**config.mk**
```make
export PLATFORM = sky130hd
export DESIGN_NAME = sfu_acc
export DESIGN_NICKNAME = d
export VERILOG_FILES = /design/src/rtl/sfu_acc.sv
export SDC_FILE = /design/constraint.sdc
export NUM_CORES = 1
export LEC_CHECK = 0
export BUFFER_PORTS_ARGS = -buffer_cell sky130_fd_sc_hd__buf_2
export CAP_MARGIN = 25
export CORE_MARGIN = 2
export CORE_UTILIZATION = 45
export CTS_BUF_LIST = sky130_fd_sc_hd__clkbuf_16
export CTS_CLUSTER_SIZE = 40
export DETAILED_ROUTE_END_ITERATION = 6
export PLACE_DENSITY = 0.71
export SLEW_MARGIN = 20
export SYNTH_ARGS = -nofsm -noshare
export SYNTH_HDL_FRONTEND = slang
export SYNTH_SLANG_ARGS = --single-unit
```
**constraint.sdc**
```tcl
create_clock -name clk -period 4 [get_ports clk]
set_input_delay 0.4 -clock clk [delete_from_list [all_inputs] [get_ports clk]]
set_output_delay 0.4 -clock clk [all_outputs]
set_load 0.01 [all_outputs]
```
**src/rtl/sfu_acc.sv**
```systemverilog
// Special-function accumulator: reduces a stream of psum vectors into one
// result vector per group (sum or signed max), with optional ReLU and saturation.
module sfu_acc #(
  parameter int col     = 8,
  parameter int psum_bw = 16,
  parameter int cnt_bw  = 8
) (
  input  logic                     clk,
  input  logic                     reset,
  input  logic                     in_valid,
  output logic                     in_ready,
  input  logic [col*psum_bw-1:0]   psum_in,
  input  logic [cnt_bw-1:0]        acc_len,
  input  logic                     mode,
  input  logic                     relu_en,
  input  logic                     sat_en,
  output logic                     out_valid,
  input  logic                     out_ready,
  output logic [col*psum_bw-1:0]   psum_out,
  output logic [col-1:0]           ovf_o
);

  typedef enum logic [1:0] {
    IDLE = 2'd0,
    ACC  = 2'd1,
    DONE = 2'd2
  } state_t;

  state_t                   state_r;
  logic [col*psum_bw-1:0]   acc_r;
  logic [col*psum_bw-1:0]   nxt_acc_s;
  logic [col-1:0]           ovf_r;
  logic [col-1:0]           nxt_ovf_s;
  logic [cnt_bw-1:0]        rem_r;
  logic                     mode_r;
  logic                     relu_r;
  logic                     sat_r;
  logic                     out_valid_r;
  logic                     beat_s;

  // Returns {overflow, new_lane}; the extra MSB of the add is the true sign,
  // so overflow is simply a disagreement between the top two sum bits.
  function automatic logic [psum_bw:0] lane_step(
    input logic [psum_bw-1:0] a,
    input logic [psum_bw-1:0] b,
    input logic               max_mode,
    input logic               sat
  );
    logic [psum_bw:0]   full;
    logic [psum_bw-1:0] res;
    logic               ovf;
    full = {a[psum_bw-1], a} + {b[psum_bw-1], b};
    ovf  = 1'b0;
    if (max_mode) begin
      res = ($signed(b) > $signed(a)) ? b : a;
    end else begin
      ovf = full[psum_bw] ^ full[psum_bw-1];
      if (ovf && sat) begin
        res = full[psum_bw] ? {1'b1, {(psum_bw-1){1'b0}}} : {1'b0, {(psum_bw-1){1'b1}}};
      end else begin
        res = full[psum_bw-1:0];
      end
    end
    return {ovf, res};
  endfunction

  assign in_ready  = !reset && (state_r != DONE);
  assign beat_s    = in_valid && in_ready;
  assign out_valid = out_valid_r;
  assign ovf_o     = ovf_r;

  // Per-lane next accumulator value and overflow for an accepted beat
  always_comb begin
    nxt_acc_s = acc_r;
    nxt_ovf_s = '0;
    for (int k = 0; k < col; k++) begin
      {nxt_ovf_s[k], nxt_acc_s[k*psum_bw +: psum_bw]} =
        lane_step(acc_r[k*psum_bw +: psum_bw], psum_in[k*psum_bw +: psum_bw], mode_r, sat_r);
    end
  end

  // Output lanes with optional ReLU clamp
  always_comb begin
    psum_out = '0;
    for (int k = 0; k < col; k++) begin
      if (relu_r && acc_r[k*psum_bw + psum_bw - 1]) begin
        psum_out[k*psum_bw +: psum_bw] = '0;
      end else begin
        psum_out[k*psum_bw +: psum_bw] = acc_r[k*psum_bw +: psum_bw];
      end
    end
  end

  // Group FSM: first beat loads config and accumulator, last beat moves to DONE
  always_ff @(posedge clk) begin
    if (reset) begin
      state_r     <= IDLE;
      acc_r       <= '0;
      ovf_r       <= '0;
      rem_r       <= '0;
      mode_r      <= 1'b0;
      relu_r      <= 1'b0;
      sat_r       <= 1'b0;
      out_valid_r <= 1'b0;
    end else begin
      case (state_r)
        IDLE: begin
          if (beat_s) begin
            mode_r <= mode;
            relu_r <= relu_en;
            sat_r  <= sat_en;
            acc_r  <= psum_in;
            ovf_r  <= '0;
            rem_r  <= acc_len;
            if (acc_len == '0) begin
              state_r     <= DONE;
              out_valid_r <= 1'b1;
            end else begin
              state_r <= ACC;
            end
          end
        end
        ACC: begin
          if (beat_s) begin
            acc_r <= nxt_acc_s;
            ovf_r <= ovf_r | nxt_ovf_s;
            rem_r <= rem_r - cnt_bw'(1);
            if (rem_r == cnt_bw'(1)) begin
              state_r     <= DONE;
              out_valid_r <= 1'b1;
            end
          end
        end
        DONE: begin
          if (out_ready) begin
            state_r     <= IDLE;
            out_valid_r <= 1'b0;
          end
        end
        default: begin
          state_r     <= IDLE;
          out_valid_r <= 1'b0;
        end
      endcase
    end
  end

endmodule

```
==> qor.csv, run 1 <==
metric,value,unit
fp-row-count,71,
yosysSeqAreaShare,17.3,%
ctsResizeCount,0,
final_cell_count_no_fill,3076,
multi_input_area,12800,um^2
critical_path_required,4.34,ns
fin_hold_ws,0.179,ns
cp-end-kind,flip-flop,
nets,2954,
clock_latency,0.46,ns
avgViaCountPerCell,5.80,
syn_area,17300,um^2
status,finished with violations,
synth_top_flop_cell,dfxtp_1,
ys_warn_count,0,
cts_tree,built,
dieHeight,200,um
dr_total_vias,17800,
grt-ovfl-total,0,
io-pin-count,281,
drv_slew,0,
core,37800,um^2
nFillCells,3802,
dieArea,40100,um^2
cts_buffers,17,
cts_hold_buf,0,
synth_area_leaders,"ha_1 (19%), dfxtp_1 (17%), a21oi_1 (9.6%)",
fmax,0.279,GHz
io_buffers,280,
async_flop_share,0,%
synth.top_cell.area_share,18.6,%
first_global_vias,17400,
hold_path_class,in2reg,
violations,design-rule violations,
wl_per_cell,17.7,um
hold_viol,0,
finalWeightedCongestion,0.930,
fp.dieW,200,um
clockBufferDepth,2,
crit_type,reg2reg,
antenna_left,0,
drive_gt1_share,16.7,%
htree_num_levels,4,
antenna_found_initial,10,
setup_viol,0,
grt_pass1_wl,87800,um
dpl.hpwl,39900,um
grt_setup_unrepaired,false,
period_share,89.6,%
placed_cells,3037,
grt_use_total,26.4,%
finClkSkew,0.0144,ns
area_growth,14.4,%
pre_cts_slack,0.314,ns
regArea,3010,um^2
synth_edf_count,0,
drv_cap,0,
dr.pass1.iters,7,
drt-initial-drc-count,1157,
drc,2,
grt_max_degree,65,
start_util,45.8,%
cp-start-kind,flip-flop,
cp_max_fo,15,
power_density,326,nW/um^2
avgSynthCellArea,7.45,um^2
worstMarginPinSlew,1.03,ns
root_buffer,clkbuf_16,
synth.distinct_cells,94,
ys_ff_latch,150,
clkSinkCount,150,
maxSlewHeadroom,31.1,%
clkTransAtPathRegs,0.07,ns
routed_wl,54500,um
irDropWorstVdd,0.000313,V
fin_ws,0.417,ns
synth_top_cell_by_area,ha_1,
leakagePower,9.01,nW
period_minus_slack,3.58,ns
synth_fp_nets,2736,
post_cts_buffers,0,
netlist_instances,2327,
tns,0,ns
crit_arrival,3.93,ns
## cell families (layout without fill, tap and decap cells)
logic type / count (synthesis) / count (layout) / share of synthesized area, %
AO/OA/AOI/OAI: 806 / 806 / 31.5
AND/OR/NAND/NOR: 575 / 575 / 15.9
buffers and inverters: 399 / 630 / 8.99
adder cells (fa/ha/maj): 266 / 266 / 19.5
flip-flops: 150 / 150 / 17.3
XOR/XNOR: 118 / 118 / 5.96
multiplexers: 13 / 13 / 0.772
other: 0 / 7 / 0
## power breakdown
group / internal (mW) / switching [mW] / total [mW]
clock: 0.986 / 0.774 / 1.76
sequential: 1.64 / 0.129 / 1.77
combinational: 1.19 / 1.75 / 2.94
## worst paths after layout
| check | slack, ns | endpoint | start | cells after the start |
|---|---|---|---|---|
| worst max-delay path | 0.42 | acc_r[36] | acc_r[37] | 11 |
| worst min-delay path | 0.18 | relu_r | relu_en | 3 |
| worst min register to register | 0.48 | ovf_o[4] | ovf_o[4] | 2 |
| worst max register to register | 0.42 | acc_r[36] | acc_r[37] | 11 |
## sequential cells by signal, summed over array words and instances (netlist names)
register	flops
acc_r	128
relu_r	1
ovf_o	8
sat_r	1
state_r	2
out_valid	1
mode_r	1
rem_r	8
## cell usage in the layout, fill, tap and decap left out, types with 40 or more instances in the layout
master    Yosys  layout
dfxtp_1     150     148
inv_1       270     270
nor2_1      204     203
a21oi_1     334     334
buf_4         1      45
a221oi_1     41      41
nand2_1     132     132
buf_2        15     279
xnor2_1      95      95
nor3_1       40      40
ha_1        258     258
nand2b_1     47      47
o21ai_0     101     100
o21bai_1     55      55
## synth_stat cells (18+ instances only)
library cell,count
a2111oi_0,26
a21o_1,23
a21oi_1,334
a221oi_1,41
clkbuf_1,102
dfxtp_1,150
ha_1,258
inv_1,270
nand2_1,132
nand2b_1,47
nand3_1,24
nand4_1,21
nor2_1,204
nor2b_1,23
nor3_1,40
nor4_1,18
o2111a_1,32
o21ai_0,101
o21bai_1,55
xnor2_1,95
xor2_1,23
## critical path, cell delays in order (launching register included)
cell	delay, ns
dfxtp_1	0.35
inv_1	0.07
ha_1	0.40
nor4_4	0.30
o31ai_1	0.11
and3b_4	0.22
a311o_1	0.39
o221a_4	0.27
nor3_2	0.15
or3_1	0.68
a21oi_1	0.15
a2111oi_2	0.38
## stage by stage
stage / utilization, % / power [mW] / area, um^2
after global placement: 50.8 / 4.63 / 19200
after global routing: 52.4 / 6.91 / 19800
after detailed placement: 50.8 / 4.70 / 19200
final: 52.4 / 6.47 / 19800
after floorplan: - / 3.88 / 17300
after CTS: 52.4 / 6.48 / 19800
## routing by layer
layer,up-vias,GRT usage [%],share of wire [%],routed length (um)
li1,8702,-,-,-
met1,8424,33.3,44,24000
met2,603,44.8,47,25400
met3,111,4.62,6.4,3480
met4,8,10.3,2.9,1570
met5,-,0,0.095,52
## cell type report
cell class | instances | area share [%]
clock inverters | 15 | 0.902
well taps | 511 | 3.22
repair buffers | 325 | 8.80
inverters | 273 | 5.17
diodes | 7 | 0.0883
flip-flops and latches | 150 | 15.2
clock buffers | 17 | 2.14
multi-input cells | 1778 | 64.5
Note: power is estimated with default switching activity, not from simulation.
==> run 2, diff against run 1 <==
--- a/config.mk
+++ b/config.mk
@@ -5,14 +5,15 @@
 export SDC_FILE = /design/constraint.sdc
 export NUM_CORES = 1
 export LEC_CHECK = 0
+export ABC_AREA = 1
 export BUFFER_PORTS_ARGS = -buffer_cell sky130_fd_sc_hd__buf_2
 export CAP_MARGIN = 25
 export CORE_MARGIN = 2
-export CORE_UTILIZATION = 45
+export CORE_UTILIZATION = 50
 export CTS_BUF_LIST = sky130_fd_sc_hd__clkbuf_16
 export CTS_CLUSTER_SIZE = 40
 export DETAILED_ROUTE_END_ITERATION = 6
-export PLACE_DENSITY = 0.71
+export PLACE_DENSITY = 0.76
 export SLEW_MARGIN = 20
 export SYNTH_ARGS = -nofsm -noshare
 export SYNTH_HDL_FRONTEND = slang
==> qor.csv, run 2 <==
metric,value,unit,change
status,finished with violations,,unchanged
violations,design-rule violations,,unchanged
finalWeightedCongestion,0.978,,was 0.930
fin_hold_ws,0.222,ns,was 0.179 ns
dr_total_vias,20700,,was 17800
antenna_left,0,,unchanged
drc,4,,was 2
final_common_cell,nand2_1,,was a21oi_1
hold_viol,0,,unchanged
drv_slew,0,,unchanged
dieHeight,202,um,was 200 um
largest_reg_flops,128,,unchanged
top_layer_used,met5,,unchanged
clkSinkCount,150,,unchanged
cp_max_fo,19,,was 15
fin_ws,1.17,ns,was 0.417 ns
dpl.hpwl,43400,um,was 39900 um
cp_common_cell,inv_2,,
cts_buffers,17,,unchanged
ctsResizeCount,0,,unchanged
io_buffers,280,,unchanged
nFillCells,4099,,was 3802
cts_tree,built,,unchanged
synth.distinct_cells,46,,was 94
ys_warn_count,0,,unchanged
start_util,50.8,%,was 45.8%
finClkSkew,0.0120,ns,was 0.0144 ns
crit_arrival,3.13,ns,was 3.93 ns
io-pin-count,281,,unchanged
r2r_cells,9,,was 11
cp.depth,9,,was 11
dieArea,41000,um^2,was 40100 um^2
critical_path_required,4.30,ns,was 4.34 ns
hold_path_class,in2reg,,unchanged
nets,4012,,was 2954
worstSetupEndpoint,acc_r[126],,was acc_r[36]
period_minus_slack,2.83,ns,was 3.58 ns
period_share,70.7,%,was 89.6%
synth_most_common_cell,nand2_1,,was a21oi_1
worstMarginPinSlew,0.903,ns,was 1.03 ns
fmax,0.354,GHz,was 0.279 GHz
drive_gt1_share,14.5,%,was 16.7%
cp-start-kind,flip-flop,,unchanged
fp-row-count,72,,was 71
synth_top_cell_by_area,nand2_1,,was ha_1
rr_startpoint,state_r[0],,was acc_r[37]
top_register,acc_r,,unchanged
maxSlewHeadroom,39.8,%,was 31.1%
grt_max_degree,75,,was 65
cts_hold_buf,0,,unchanged
crit_slowest_cell,nor2_2,,was or3_1
async_flop_share,0,%,unchanged
met2_wirelength,25900,um,was 25400 um
clock_latency,0.45,ns,was 0.46 ns
path_cells,inv_2 > nor2_4 > inv_2 > nor2_4 > inv_2 > nor2_2 > nand2_1 > nand2_1 > a21oi_1,,was inv_1 > ha_1 > nor4_4 > o31ai_1 > and3b_4 > a311o_1 > o221a_4 > nor3_2 > or3_1 > a21oi_1 > a2111oi_2
leakagePower,12.6,nW,was 9.01 nW
wl_per_cell,13.8,um,was 17.7 um
irDropWorstVdd,0.000263,V,was 0.000313 V
synth_top_flop_cell,dfxtp_1,,unchanged
grt_setup_unrepaired,false,,unchanged
cp-startpoint,state_r[0],,was acc_r[37]
wl_met3,3320,um,was 3480 um
htree_num_levels,4,,unchanged
dr.pass1.iters,7,,unchanged
crit_type,reg2reg,,unchanged
ys_ff_latch,150,,unchanged
area_growth,11.4,%,was 14.4%
slowest_delay,0.63,ns,was 0.68 ns
drt-initial-drc-count,996,,was 1157
core,38700,um^2,was 37800 um^2
tns,0,ns,unchanged
drv_cap,0,,unchanged
synth.top_cell.area_share,21.6,%,was 18.6%
root_buffer,clkbuf_16,,unchanged
cp-end-kind,flip-flop,,unchanged
critical_path_buf_inv_count,3,,was 1
synth_fp_nets,3790,,was 2736
timing.rr.end,acc_r[126],,was acc_r[36]
pre_cts_slack,1.09,ns,was 0.314 ns
antenna_found_initial,11,,was 10
wl_met1,26700,um,was 24000 um
clkTransAtPathRegs,0.08,ns,was 0.07 ns
clockBufferDepth,2,,unchanged
grt_use_total,27.6,%,was 26.4%
yosysSeqAreaShare,15.3,%,was 17.3%
synth_commonest_cells,"nand2_1 (1133), inv_1 (474), nor2_1 (381)",,"was a21oi_1 (334), inv_1 (270), ha_1 (258)"
grt_pass1_wl,92800,um,was 87800 um
synth_edf_count,0,,unchanged
fp.dieW,202,um,was 200 um
first_global_vias,18900,,was 17400
avgViaCountPerCell,5.00,,was 5.80
synth_area_leaders,"nand2_1 (22%), ha_1 (16%), dfxtp_1 (15%)",,"was ha_1 (19%), dfxtp_1 (17%), a21oi_1 (9.6%)"
grt-ovfl-total,0,,unchanged
netlist_instances,3381,,was 2327
syn_area,19700,um^2,was 17300 um^2
post_cts_buffers,0,,unchanged
setup_viol,0,,unchanged
routed_wl,57100,um,was 54500 um
power_density,377,nW/um^2,was 326 nW/um^2
final_cell_mix,"nand2_1 (1133), inv_1 (474), nor2_1 (381)",,"was a21oi_1 (334), buf_2 (279), inv_1 (270)"
critical-path-top-delay-family,simple AND/OR/NAND/NOR gates,,unchanged
avgSynthCellArea,5.82,um^2,was 7.45 um^2
reg2reg_slack,1.17,ns,was 0.42 ns
==> run 2: cell count changes in the layout (fill, tap and decap cells not counted), moves of 77 or more <==
cell and delta:
nand2_1 +1001, inv_1 +204, nor2_1 +178, or2_2 +110
nand3_1 +102, xnor2_1 -89, a21oi_1 -77
==> run 2: per-layer routing <==
metal / track usage, % / vias up
met5: 0 / -
met4: 6.52 / 18
met3: 4.80 / 73
met2: 46.8 / 508
met1: 36.4 / 9192
li1: - / 10900
==> run 2: worst register-to-register path, stage by stage, from the launching register on <==
cell	delay, ns
dfxtp_1	0.45
inv_2	0.16
nor2_4	0.24
inv_2	0.15
nor2_4	0.46
inv_2	0.32
nor2_2	0.63
nand2_1	0.13
nand2_1	0.08
a21oi_1	0.05
==> run 2: kinds of logic after synthesis <==
group | synth area share (%)
XOR/XNOR | 4.23
buffers and inverters | 12.2
AND/OR/NAND/NOR | 39.0
flip-flops | 15.3
AO/OA/AOI/OAI | 12.1
adder cells (fa/ha/maj) | 17.2
==> run 2: final cells by class <==
cell class	instances	area, um^2	share of cell area (%)
tap	518	648	2.96
timing repair buffer	293	1510	6.89
clock buffer	17	425	1.94
clock inverter	15	159	0.725
inverter	503	1890	8.62
sequential	150	3000	13.7
antenna	2	5.00	0.0228
multi-input combinational	2638	14300	65.2
==> run 2: worst min-delay path by stage <==
stage	startpoint	slack, ns	endpoint	cells past startpoint
finish	mode	0.22	mode_r	3
global route	relu_en	0.21	relu_r	3
CTS	relu_en	0.20	relu_r	3
detailed placement	ovf_o[2]	0.44	ovf_o[2]	2
global placement	ovf_o[3]	0.44	ovf_o[3]	2
floorplan	rem_r[7]	0.44	rem_r[7]	2
==> run 2: metrics by stage <==
step	area, um^2	instances	util [%]	total power [mW]
3_5_place_dp	21300	4102	55.1	6.56
3_3_place_gp	21300	4102	55.1	6.53
5_1_grt	21900	4136	56.6	9.07
4_1_cts	21900	4134	56.6	8.30
2_1_floorplan	19700	3381	-	5.44
6_report	21900	4136	56.6	8.27
==> run 2: where the power goes <==
| group | internal (mW) | leakage, nW | switching (mW) | total (mW) |
|---|---|---|---|---|
| clock | 0.887 | 0.286 | 0.814 | 1.70 |
| sequential | 1.71 | 1.23 | 0.184 | 1.90 |
| combinational | 1.67 | 11.1 | 3.00 | 4.67 |
| total | 4.28 | 12.6 | 4.00 | 8.27 |
